==> src/rtl/cpu_rf_wr_arbiter_pkg.sv <==
// Shared types and default sizes for the register-file write-port arbiter.
// Build option RF_ARB_FIXED_PRIO_EN selects fixed-priority arbitration.
package cpu_rf_wr_arbiter_pkg;

    localparam int RF_ADDR_W   = 5;
    localparam int RF_DATA_W   = 32;
    localparam int RF_WR_N_REQ = 3;

    typedef struct packed {
        logic [RF_ADDR_W-1:0] addr;
        logic [RF_DATA_W-1:0] data;
    } rf_wr_req_t;

endpackage

==> src/rtl/cpu_rf_wr_arbiter_if.sv <==
// Writeback requester bundle: N_REQ valid/ready lanes with addr/data.
// Requesters use master, the arbiter uses slave.
interface cpu_rf_wr_arbiter_if #(
    parameter int N_REQ      = 3,
    parameter int ADDR_WIDTH = 5,
    parameter int DATA_WIDTH = 32
);
    logic [N_REQ-1:0]            req_valid;
    logic [N_REQ*ADDR_WIDTH-1:0] req_addr;
    logic [N_REQ*DATA_WIDTH-1:0] req_data;
    logic [N_REQ-1:0]            req_ready;

    modport master (
        output req_valid, req_addr, req_data,
        input  req_ready
    );

    modport slave (
        input  req_valid, req_addr, req_data,
        output req_ready
    );
endinterface

==> src/rtl/cpu_rr_arbiter.sv <==
// Generic N-input round-robin arbiter with registered pointer.
// RF_ARB_FIXED_PRIO_EN turns it into lowest-index-wins fixed priority.
module cpu_rr_arbiter #(
    parameter int N = 3
) (
    input  logic         clk,
    input  logic         rst_n,
    input  logic [N-1:0] req,
    output logic [N-1:0] gnt
);

`ifdef RF_ARB_FIXED_PRIO_EN
    assign gnt = req & (~req + N'(1));
`else
    localparam int PW = (N > 1) ? $clog2(N) : 1;

    logic [PW-1:0] ptr;
    logic [PW-1:0] ptr_nxt;
    logic [N-1:0]  hi;
    logic [N-1:0]  hi_gnt;
    logic [N-1:0]  lo_gnt;

    // Requests at or above the pointer win; otherwise wrap to the lowest.
    assign hi     = req & ~((N'(1) << ptr) - N'(1));
    assign hi_gnt = hi & (~hi + N'(1));
    assign lo_gnt = req & (~req + N'(1));
    assign gnt    = (|hi) ? hi_gnt : lo_gnt;

    always_comb begin
        ptr_nxt = ptr;
        for (int i = 0; i < N; i++) begin
            if (gnt[i]) begin
                ptr_nxt = (i == N - 1) ? '0 : PW'(i + 1);
            end
        end
    end

    always_ff @(posedge clk or negedge rst_n) begin
        if (!rst_n) begin
            ptr <= '0;
        end else begin
            ptr <= ptr_nxt;
        end
    end
`endif

endmodule

==> src/rtl/cpu_rf_wr_arbiter.sv <==
// Register-file write-port arbiter with busy scoreboard for RAW checks.
// Build option RF_ARB_FIXED_PRIO_EN selects fixed-priority arbitration.
module cpu_rf_wr_arbiter
    import cpu_rf_wr_arbiter_pkg::*;
#(
    parameter int ADDR_WIDTH = RF_ADDR_W,
    parameter int DATA_WIDTH = RF_DATA_W,
    parameter int N_REQ      = RF_WR_N_REQ
) (
    input  logic                  clk,
    input  logic                  rst_n,
    cpu_rf_wr_arbiter_if.slave    wb,
    input  logic                  rsv_en,
    input  logic [ADDR_WIDTH-1:0] rsv_addr,
    input  logic [ADDR_WIDTH-1:0] chk_a1,
    input  logic [ADDR_WIDTH-1:0] chk_a2,
    output logic                  chk_busy1,
    output logic                  chk_busy2,
    output logic                  wen3,
    output logic [ADDR_WIDTH-1:0] a3,
    output logic [DATA_WIDTH-1:0] wd3
);

    localparam int NREG = 1 << ADDR_WIDTH;

    logic [N_REQ-1:0]      gnt;
    logic                  xfer;
    logic [ADDR_WIDTH-1:0] sel_addr;
    logic [DATA_WIDTH-1:0] sel_data;
    logic [NREG-1:0]       busy;
    logic [NREG-1:0]       busy_nxt;

    cpu_rr_arbiter #(.N(N_REQ)) u_arb (
        .clk   (clk),
        .rst_n (rst_n),
        .req   (wb.req_valid),
        .gnt   (gnt)
    );

    assign wb.req_ready = gnt;
    assign xfer         = |gnt;

    always_comb begin
        sel_addr = '0;
        sel_data = '0;
        for (int i = 0; i < N_REQ; i++) begin
            if (gnt[i]) begin
                sel_addr = wb.req_addr[i*ADDR_WIDTH +: ADDR_WIDTH];
                sel_data = wb.req_data[i*DATA_WIDTH +: DATA_WIDTH];
            end
        end
    end

    // x0 writes are consumed here so the bank never sees them.
    always_ff @(posedge clk or negedge rst_n) begin
        if (!rst_n) begin
            wen3 <= 1'b0;
            a3   <= '0;
            wd3  <= '0;
        end else if (xfer) begin
            wen3 <= (sel_addr != '0);
            a3   <= sel_addr;
            wd3  <= sel_data;
        end else begin
            wen3 <= 1'b0;
        end
    end

    // Clear first so a same-edge reservation of the written reg wins.
    always_comb begin
        busy_nxt = busy;
        if (wen3) begin
            busy_nxt[a3] = 1'b0;
        end
        if (rsv_en) begin
            busy_nxt[rsv_addr] = 1'b1;
        end
        busy_nxt[0] = 1'b0;
    end

    always_ff @(posedge clk or negedge rst_n) begin
        if (!rst_n) begin
            busy <= '0;
        end else begin
            busy <= busy_nxt;
        end
    end

    assign chk_busy1 = (chk_a1 != '0) & busy[chk_a1];
    assign chk_busy2 = (chk_a2 != '0) & busy[chk_a2];

`ifdef DESIGNER_ASSERTIONS
    a_gnt_onehot: assert property (
        @(posedge clk) disable iff (!rst_n) $onehot0(gnt));

    a_no_rsv_busy: assert property (
        @(posedge clk) disable iff (!rst_n)
        (rsv_en && rsv_addr != '0) |-> !busy[rsv_addr]);

    a_wen_nz: assert property (
        @(posedge clk) disable iff (!rst_n) wen3 |-> (a3 != '0));

    for (genvar g = 0; g < N_REQ; g++) begin : g_stable
        a_hold: assert property (
            @(posedge clk) disable iff (!rst_n)
            (wb.req_valid[g] && !gnt[g]) |=>
            (wb.req_valid[g]
             && $stable(wb.req_addr[g*ADDR_WIDTH +: ADDR_WIDTH])
             && $stable(wb.req_data[g*DATA_WIDTH +: DATA_WIDTH])));
    end
`endif

endmodule
==> src/flat_wrapper.sv <==
// flat-port wrapper written by rule: the top's interface ports become plain ports
module cpu_rf_wr_arbiter_flat import cpu_rf_wr_arbiter_pkg::*;
#(
    parameter int ADDR_WIDTH = RF_ADDR_W,
    parameter int DATA_WIDTH = RF_DATA_W,
    parameter int N_REQ      = RF_WR_N_REQ
)
  (clk, rst_n, rsv_en, rsv_addr, chk_a1, chk_a2, chk_busy1, chk_busy2, wen3, a3, wd3, wb_req_valid, wb_req_addr, wb_req_data, wb_req_ready);
  cpu_rf_wr_arbiter_if #(.N_REQ(N_REQ), .ADDR_WIDTH(ADDR_WIDTH), .DATA_WIDTH(DATA_WIDTH)) wb_i ();
  input  logic clk;
  input  logic rst_n;
  input  logic rsv_en;
  input  logic [ADDR_WIDTH-1:0] rsv_addr;
  input  logic [ADDR_WIDTH-1:0] chk_a1;
  input  logic [ADDR_WIDTH-1:0] chk_a2;
  output logic chk_busy1;
  output logic chk_busy2;
  output logic wen3;
  output logic [ADDR_WIDTH-1:0] a3;
  output logic [DATA_WIDTH-1:0] wd3;
  input wire logic [$bits(wb_i.req_valid)-1:0] wb_req_valid;
  input wire logic [$bits(wb_i.req_addr)-1:0] wb_req_addr;
  input wire logic [$bits(wb_i.req_data)-1:0] wb_req_data;
  output wire logic [$bits(wb_i.req_ready)-1:0] wb_req_ready;
  assign wb_i.req_valid = wb_req_valid;
  assign wb_i.req_addr = wb_req_addr;
  assign wb_i.req_data = wb_req_data;
  assign wb_req_ready = wb_i.req_ready;
  cpu_rf_wr_arbiter #(.ADDR_WIDTH(ADDR_WIDTH), .DATA_WIDTH(DATA_WIDTH), .N_REQ(N_REQ)) u_core (.clk(clk), .rst_n(rst_n), .wb(wb_i), .rsv_en(rsv_en), .rsv_addr(rsv_addr), .chk_a1(chk_a1), .chk_a2(chk_a2), .chk_busy1(chk_busy1), .chk_busy2(chk_busy2), .wen3(wen3), .a3(a3), .wd3(wd3));
endmodule
==> config.mk <==
export PLATFORM = sky130hd
export DESIGN_NAME = cpu_rf_wr_arbiter_flat
export DESIGN_NICKNAME = d
export VERILOG_FILES = /design/src/rtl/cpu_rf_wr_arbiter_pkg.sv /design/src/rtl/cpu_rf_wr_arbiter_if.sv /design/src/rtl/cpu_rr_arbiter.sv /design/src/rtl/cpu_rf_wr_arbiter.sv /design/src/flat_wrapper.sv
export SDC_FILE = /design/constraint.sdc
export NUM_CORES = 1
export LEC_CHECK = 0
export ABC_AREA = 0
export CAP_MARGIN = 0
export CORE_ASPECT_RATIO = 0.7
export CORE_MARGIN = 1
export CORE_UTILIZATION = 38
export CTS_CLUSTER_SIZE = 24
export DETAILED_ROUTE_END_ITERATION = 8
export PLACE_DENSITY = 0.77
export SETUP_SLACK_MARGIN = 0.05
export SLEW_MARGIN = 0
export SYNTH_ARGS = -nofsm -noshare
export SYNTH_HDL_FRONTEND = slang
export SYNTH_SLANG_ARGS = --single-unit
==> constraint.sdc <==
create_clock -name clk -period 1.6 [get_ports clk]
set_input_delay 0.32 -clock clk [delete_from_list [all_inputs] [get_ports clk]]
set_output_delay 0.32 -clock clk [all_outputs]
set_load 0.02 [all_outputs]
==> impl_metrics.tcl, run 1 <==
set metrics [dict create \
    synth_edf_count 0 \
    fp.dieArea_sq_mm 0.0107 \
    synth_area_leaders "dfrtp_1 45%, o21ai_0 14%, mux4_2 8.1%" \
    core_area_sq_mm 0.00983 \
    crit_path_start_kind "flip-flop" \
    drv_cap 0 \
    post-route-min-period_ns 2.17 \
    tightest_slew_ns 0.460 \
    cp_max_fo 3 \
    routed.top_layer "met4" \
    p_per_area_mw_per_mm2 1300 \
    cts_buffer_depth 2 \
    routed_via_density 6.10 \
    async_flop_share_pct 100 \
    cp.required_ns 1.28 \
    clk_latency_ns 0.33 \
    initialDrtViolationCount 376 \
    cts_tree "built" \
    grt_pass1_vias 4396 \
    violations "hold timing, setup timing" \
    hp-class "in2async" \
    peakVddDrop_uv 663 \
    post-place-ws_ns -1.21 \
    synth_seq_cells 71 \
    fin_ws_ns -0.568 \
    end_kind "output port" \
    syn_area_sq_mm 0.00391 \
    pin_count 175 \
    antenna_found_initial 0 \
    routedWlPerCell_microns 21.6 \
    start_util_pct 39.8 \
    met1_length_mm 6.65 \
    clkSinkCount 71 \
    cts.clk_slew.worst_paths_ns 0.06 \
    die_h_microns 86.9 \
    die_x_microns 123 \
    netlist_instances 409 \
    regToRegSetupSlack_ns -0.10 \
    gp_congestion 0.888 \
    yosys_warnings 0 \
    fillers 704 \
    grt_max_degree 72 \
    slowest_stage "mux4_2" \
    path_class "reg2out" \
    area_growth_pct 78.3 \
    final-seq-area_sq_mm 0.00178 \
    grt_pass1_wl_mm 22.6 \
    portBuffers 174 \
    wl_met3_mm 1.62 \
    status "finished, violations left" \
    yosysTopAreaCell "dfrtp_1" \
    final_util_pct 71.0 \
    yosysSeqAreaShare_pct 45.4 \
    timing.fmax_mhz 461 \
    place_area_sq_mm 0.00604 \
    syn_area_per_cell_sq_um 9.57 \
    synth_nets 541 \
    multi_input_area_sq_mm 0.00230 \
    antenna_cells 0 \
    synthDistinctLibCells 47 \
    whs_ns -0.00685 \
    final_area_sq_mm 0.00698 \
    dp.cells 724 \
    numCtsBuffers 9 \
    yosys.area.top_type_share_pct 45.4 \
    drtPass1Iterations 5 \
    rows 30 \
    setup_viol 37 \
    period_share_pct 135 \
    power.leakage_nw 2.81 \
    final_cells 759 \
    final_hold_viol_count 4 \
    num_vias 4632 \
    cpPeakStageDelay_ns 0.49 \
    route.met2.wl_mm 7.53 \
    final_nets 758 \
    synthFlopType "dfrtp_1" \
    slew_headroom_pct 69.4 \
    drive_above_1_share_pct 25.7 \
    grt_overflow 0 \
    dp.final_hpwl_mm 10.7 \
    wl_mm 16.4 \
    cp.arrival_ns 1.85 \
    slew_violations 0 \
    drc 0 \
    grt_setup_unrepaired "yes" \
    fin_skew_ns 0.00554 \
    gr-usage-all-layers_pct 28.2 \
    crit_chain "mux4_2, and3b_1, o21ai_1, nand4_1, buf_6" \
    final_antenna_net_count 0 \
    clock-root-buffer "clkbuf_16" \
    cts-htree-levels 3 \
]
## metrics by stage
| stage | setup TNS [ns] | total power, mW |
|---|---|---|
| CTS | -1.66 | 8.52 |
| floorplan | -0.227 | 4.54 |
| global placement | -19.19 | 6.22 |
| finish | -2.77 | 9.05 |
| detailed placement | -21.70 | 6.31 |
| global route | -4.88 | 9.43 |
## timing repair
item / 4_1_cts / 5_1_grt
pin swaps: 7 / 43
buffers inserted: 4 / 6
endpoints found under the hold margin: 0 / 0
setup endpoints to repair: 81 / 49
resized for setup: 99 / 76
hold buffers: 0 / 0
gates cloned: 4 / 6
## path summary, 6_finish.rpt
check / from / to / cells after the start
min reg2reg: u_core.wd3[27] / u_core.wd3[27] / 2
max: u_core.busy[26] / chk_busy2 / 5
max in group asynchronous: rst_n / u_core.wd3[17] / 2
min: rst_n / u_core.wd3[23] / 2
max reg2reg: u_core.u_arb.ptr[1] / u_core.a3[2] / 7
min in group clk: u_core.wd3[27] / u_core.wd3[27] / 2
## Yosys cell counts, types with 2 or more instances
cell type and instances:
a22oi_1 22, buf_2 4, and3_1 2, buf_6 2, and3b_1 3, o21ai_0 109
a21oi_1 4, or4_1 3, buf_4 3, nand3b_1 10, clkbuf_1 15, mux4_2 14
o21ai_1 2, a31oi_1 32, nand4_1 2, o211ai_1 2, nand2b_1 4, nor2_1 39
mux2i_1 2, dfrtp_1 71, or3b_1 2, nand3_1 6, clkbuf_2 3, nand2_1 20
or3b_2 3, a22o_1 4, or3_1 3, a221o_1 4
## cell families after synthesis
group / after synthesis / share of synthesized area [%]
and+or+nand+nor: 102 / 13.4
DFF: 71 / 45.4
muxes: 17 / 8.86
AOI/OAI and AO/OA: 188 / 28.4
buffers and inverters: 30 / 3.77
xor gates and xnor gates: 1 / 0.224
## final cells by class
type	instances	area share [%]
multi-input cells	308	32.9
inverters	2	0.108
flip-flops and latches	71	25.5
clock inverters	5	1.15
clock buffers	11	3.62
well taps	128	2.30
repair buffers	234	34.4
## metal layers
layer	vias up	GRT usage, %
met5	-	0
met4	0	10.6
met3	62	8.18
met2	277	45.0
met1	2283	36.5
li1	2010	-
## cells in the final DEF, fill, tap and decap left out, types with 2 or more instances in the layout
master	netlist	layout
or4_1	3	3
nand2b_1	4	4
mux2i_1	2	2
dlygate4sd2_1	0	42
clkdlybuf4s50_1	0	123
o211ai_1	2	2
buf_12	0	7
buf_4	3	31
buf_2	4	3
nand2_1	20	7
or3_1	3	3
a221o_1	4	4
o21ai_1	2	5
nand3_1	6	6
clkbuf_16	0	12
or3b_1	2	2
nand4_1	2	2
a21oi_1	4	3
nand2_2	0	9
and3b_1	3	3
clkdlybuf4s15_2	0	2
clkbuf_8	0	2
nor2_1	39	38
nand2_4	0	4
or3b_2	3	2
a22oi_2	0	21
buf_8	0	2
nand3b_1	10	10
clkinvlp_4	0	2
dfrtp_1	71	70
buf_6	2	17
o21ai_2	0	7
a22o_1	4	4
mux4_2	14	14
bufinv_16	0	2
o21ai_0	109	99
bufbuf_16	0	2
a31oi_1	32	31
## flip-flops by register name, indices dropped and copies added, names as in the netlist
register	cells
u_core.busy	31
u_core.wd3	32
u_core.u_arb.ptr	2
u_core.a3	5
u_core.wen3	1
## power breakdown
| part | switching [mW] | leakage, nW | total, mW | internal, mW |
|---|---|---|---|---|
| combinational | 1.84 | 1.83 | 3.72 | 1.89 |
| clock | 0.751 | 0.158 | 2.20 | 1.45 |
| sequential | 0.684 | 0.828 | 3.13 | 2.45 |
## critical path, delay by kind of cell, from the launching register on
kind | cells | cell delay, ns
compound gates | 1 | 0.12
mux | 1 | 0.49
flops | 1 | 0.45
simple gates | 2 | 0.32
buf+inv | 1 | 0.15
No activity file was read; power rests on OpenSTA's default activity.
==> inputs of run 2 (changes only) <==
--- a/config.mk
+++ b/config.mk
@@ -7,7 +7,7 @@
 export LEC_CHECK = 0
 export ABC_AREA = 0
 export CAP_MARGIN = 0
-export CORE_ASPECT_RATIO = 0.7
+export CORE_ASPECT_RATIO = 1.1
 export CORE_MARGIN = 1
 export CORE_UTILIZATION = 38
 export CTS_CLUSTER_SIZE = 24
==> run 2 against run 1 <==
The flow finishes with violations (setup timing). Register-to-register slack lost 0.02 ns. Die area hardly changed. Count of clock-buffer cells in the layout fell by 2. Cell area fell by 0.36%. Clock power fell by 32%. First-iteration DRC count fell by 34%. Fmax increased by 0.97%. Critical path depth unchanged. Sequential power is 5% lower. Power fell by 8.6%. Setup slack improved by 0.021 ns. Critical path type unchanged. Critical endpoint is now chk_busy1.
==> impl_metrics.tcl, run 2 (synthesized netlist as in run 1, its figures left out) <==
set metrics [dict create \
    status "finished, violations left" \
    violations "setup timing" \
    start_util_pct 39.4 \
    busiest_layer "met2" \
    pin_count 175 \
    antenna_cells 0 \
    final_antenna_net_count 0 \
    largest_register_ffs 32 \
    drive_above_1_share_pct 26.3 \
    hp-class "in2async" \
    pwr-share-seq_pct 35.9 \
    cp.required_ns 1.28 \
    numCtsBuffers 9 \
    peakVddDrop_uv 714 \
    tightest_slew_ns 0.373 \
    regToRegSetupSlack_ns -0.12 \
    final_hold_viol_count 0 \
    dp.final_hpwl_mm 10.5 \
    clk_latency_ns 0.36 \
    drv_cap 0 \
    die_h_microns 108 \
    die_x_microns 98.8 \
    cts_tree "built" \
    reg_top3 "u_core.wd3 (32), u_core.busy (31), u_core.a3 (5)" \
    startpoint "u_core.busy[19]" \
    final_cell_mix "124 x clkdlybuf4s50_1, 101 x o21ai_0, 69 x dfrtp_1, 42 x buf_4, 41 x dlygate4sd2_1" \
    gr-usage-all-layers_pct 27.7 \
    wl_mm 15.7 \
    cts_buffer_depth 2 \
    end_kind "output port" \
    setup_viol 37 \
    area_growth_pct 77.7 \
    final_nets 766 \
    grt_setup_unrepaired "yes" \
    drc 0 \
    p_sw_share_pct 37.8 \
    routedWlPerCell_microns 20.6 \
    routed_via_density 6.01 \
    path_class "reg2out" \
    initialDrtViolationCount 249 \
    post-route-min-period_ns 2.15 \
    period_share_pct 134 \
    slew_headroom_pct 74.9 \
    fin_skew_ns 0.0103 \
    use_met1_pct 32.1 \
    power.switching_mw 3.13 \
    cts.clk_slew.worst_paths_ns 0.09 \
    p_per_area_mw_per_mm2 1190 \
    num_vias 4564 \
    rows 38 \
    portBuffers 174 \
    rr_startpoint "u_core.u_arb.ptr[1]" \
    clock-root-buffer "clkbuf_8" \
    final_common_cell "clkdlybuf4s50_1" \
    crit_path_start_kind "flip-flop" \
    grt_overflow 0 \
    fp.dieArea_sq_mm 0.0107 \
    clkSinkCount 71 \
    power_frac_comb_pct 46.1 \
    post-place-ws_ns -1.18 \
    setup_tns_ns -3.79 \
    grtUsageMet3_pct 6.21 \
    cp.arrival_ns 1.83 \
    timing.fmax_mhz 466 \
    reg2reg_depth 7 \
    regMostFlops "u_core.wd3" \
    power.leakage_nw 2.80 \
    antenna_found_initial 0 \
    grt_use_met2_pct 49.2 \
    rr_endpoint "u_core.a3[3]" \
    fin_ws_ns -0.547 \
    grt_pass1_wl_mm 22.6 \
    grt_max_degree 72 \
    drtPass1Iterations 5 \
    cp_max_fo 3 \
    grt_pass1_vias 4542 \
    gp_congestion 1.04 \
    slew_violations 0 \
    cts-htree-levels 3 \
    p_int_mw 5.15 \
    fillers 703 \
    clock_power_share_pct 18.1 \
    core_area_sq_mm 0.00994 \
]
run 2: worst max path at each step:
stage	to	slack, ns	cells past startpoint
after CTS	chk_busy1	-0.58	5
after floorplan	chk_busy2	-0.17	5
after detailed placement	chk_busy1	-1.18	7
final	chk_busy1	-0.55	5
after global placement	chk_busy2	-1.15	7
after global routing	chk_busy2	-0.63	5
run 2: through the flow:
| stage | power, mW | instances | area, sq um | hold WS [ns] | util, % |
|---|---|---|---|---|---|
| 2_1_floorplan | 4.54 | 409 | 3940 | 0.0244 | - |
| 3_3_place_gp | 6.08 | 721 | 6060 | 0.370 | 61.0 |
| 3_5_place_dp | 6.21 | 721 | 6060 | 0.378 | 61.0 |
| 4_1_cts | 7.88 | 751 | 6610 | 0.496 | 66.5 |
| 5_1_grt | 8.70 | 759 | 6950 | 0.541 | 70.0 |
| 6_report | 8.28 | 759 | 6950 | 0.499 | 70.0 |
run 2: timing repair:
action | CTS | global route
hold buffers | 1 | 0
endpoints found under the setup margin | 80 | 48
resized for setup | 120 | 69
gates cloned | 4 | 5
pin swaps | 32 | 46
setup buffers | 10 | 6
endpoints found under the hold margin | 71 | 0
run 2: layer usage:
layer / wire (microns) / vias to the layer above
li1: - / 2021
met1: 5560 / 2240
met2: 8170 / 257
met3: 1390 / 46
met4: 541 / 0
met5: 0 / -
run 2: final cells by class:
| cell class | instances | area, sq um | share of cell area (%) |
|---|---|---|---|
| Clock inverter | 7 | 80.1 | 1.15 |
| Timing Repair Buffer | 242 | 2450 | 35.3 |
| Sequential cell | 71 | 1780 | 25.6 |
| Multi-Input combinational cell | 308 | 2360 | 33.9 |
| Tap cell | 120 | 150 | 2.16 |
| Clock buffer | 9 | 124 | 1.78 |
| Inverter | 2 | 10.0 | 0.144 |
run 2: power groups by stage:
stage,Combinational (mW),Sequential [mW],Clock (mW)
3_5_place_dp,3.22,2.99,0
6_report,3.81,2.97,1.50
5_1_grt,4.05,3.05,1.60
3_3_place_gp,3.12,2.96,0
4_1_cts,3.41,2.95,1.52
2_1_floorplan,1.44,3.10,0
run 2: worst max-delay path, cell delays in order, from the launching register on:
cell	delay, ns
dfrtp_1	0.42
mux4_2	0.48
o221ai_2	0.17
o21ai_1	0.11
and3_4	0.16
buf_6	0.12
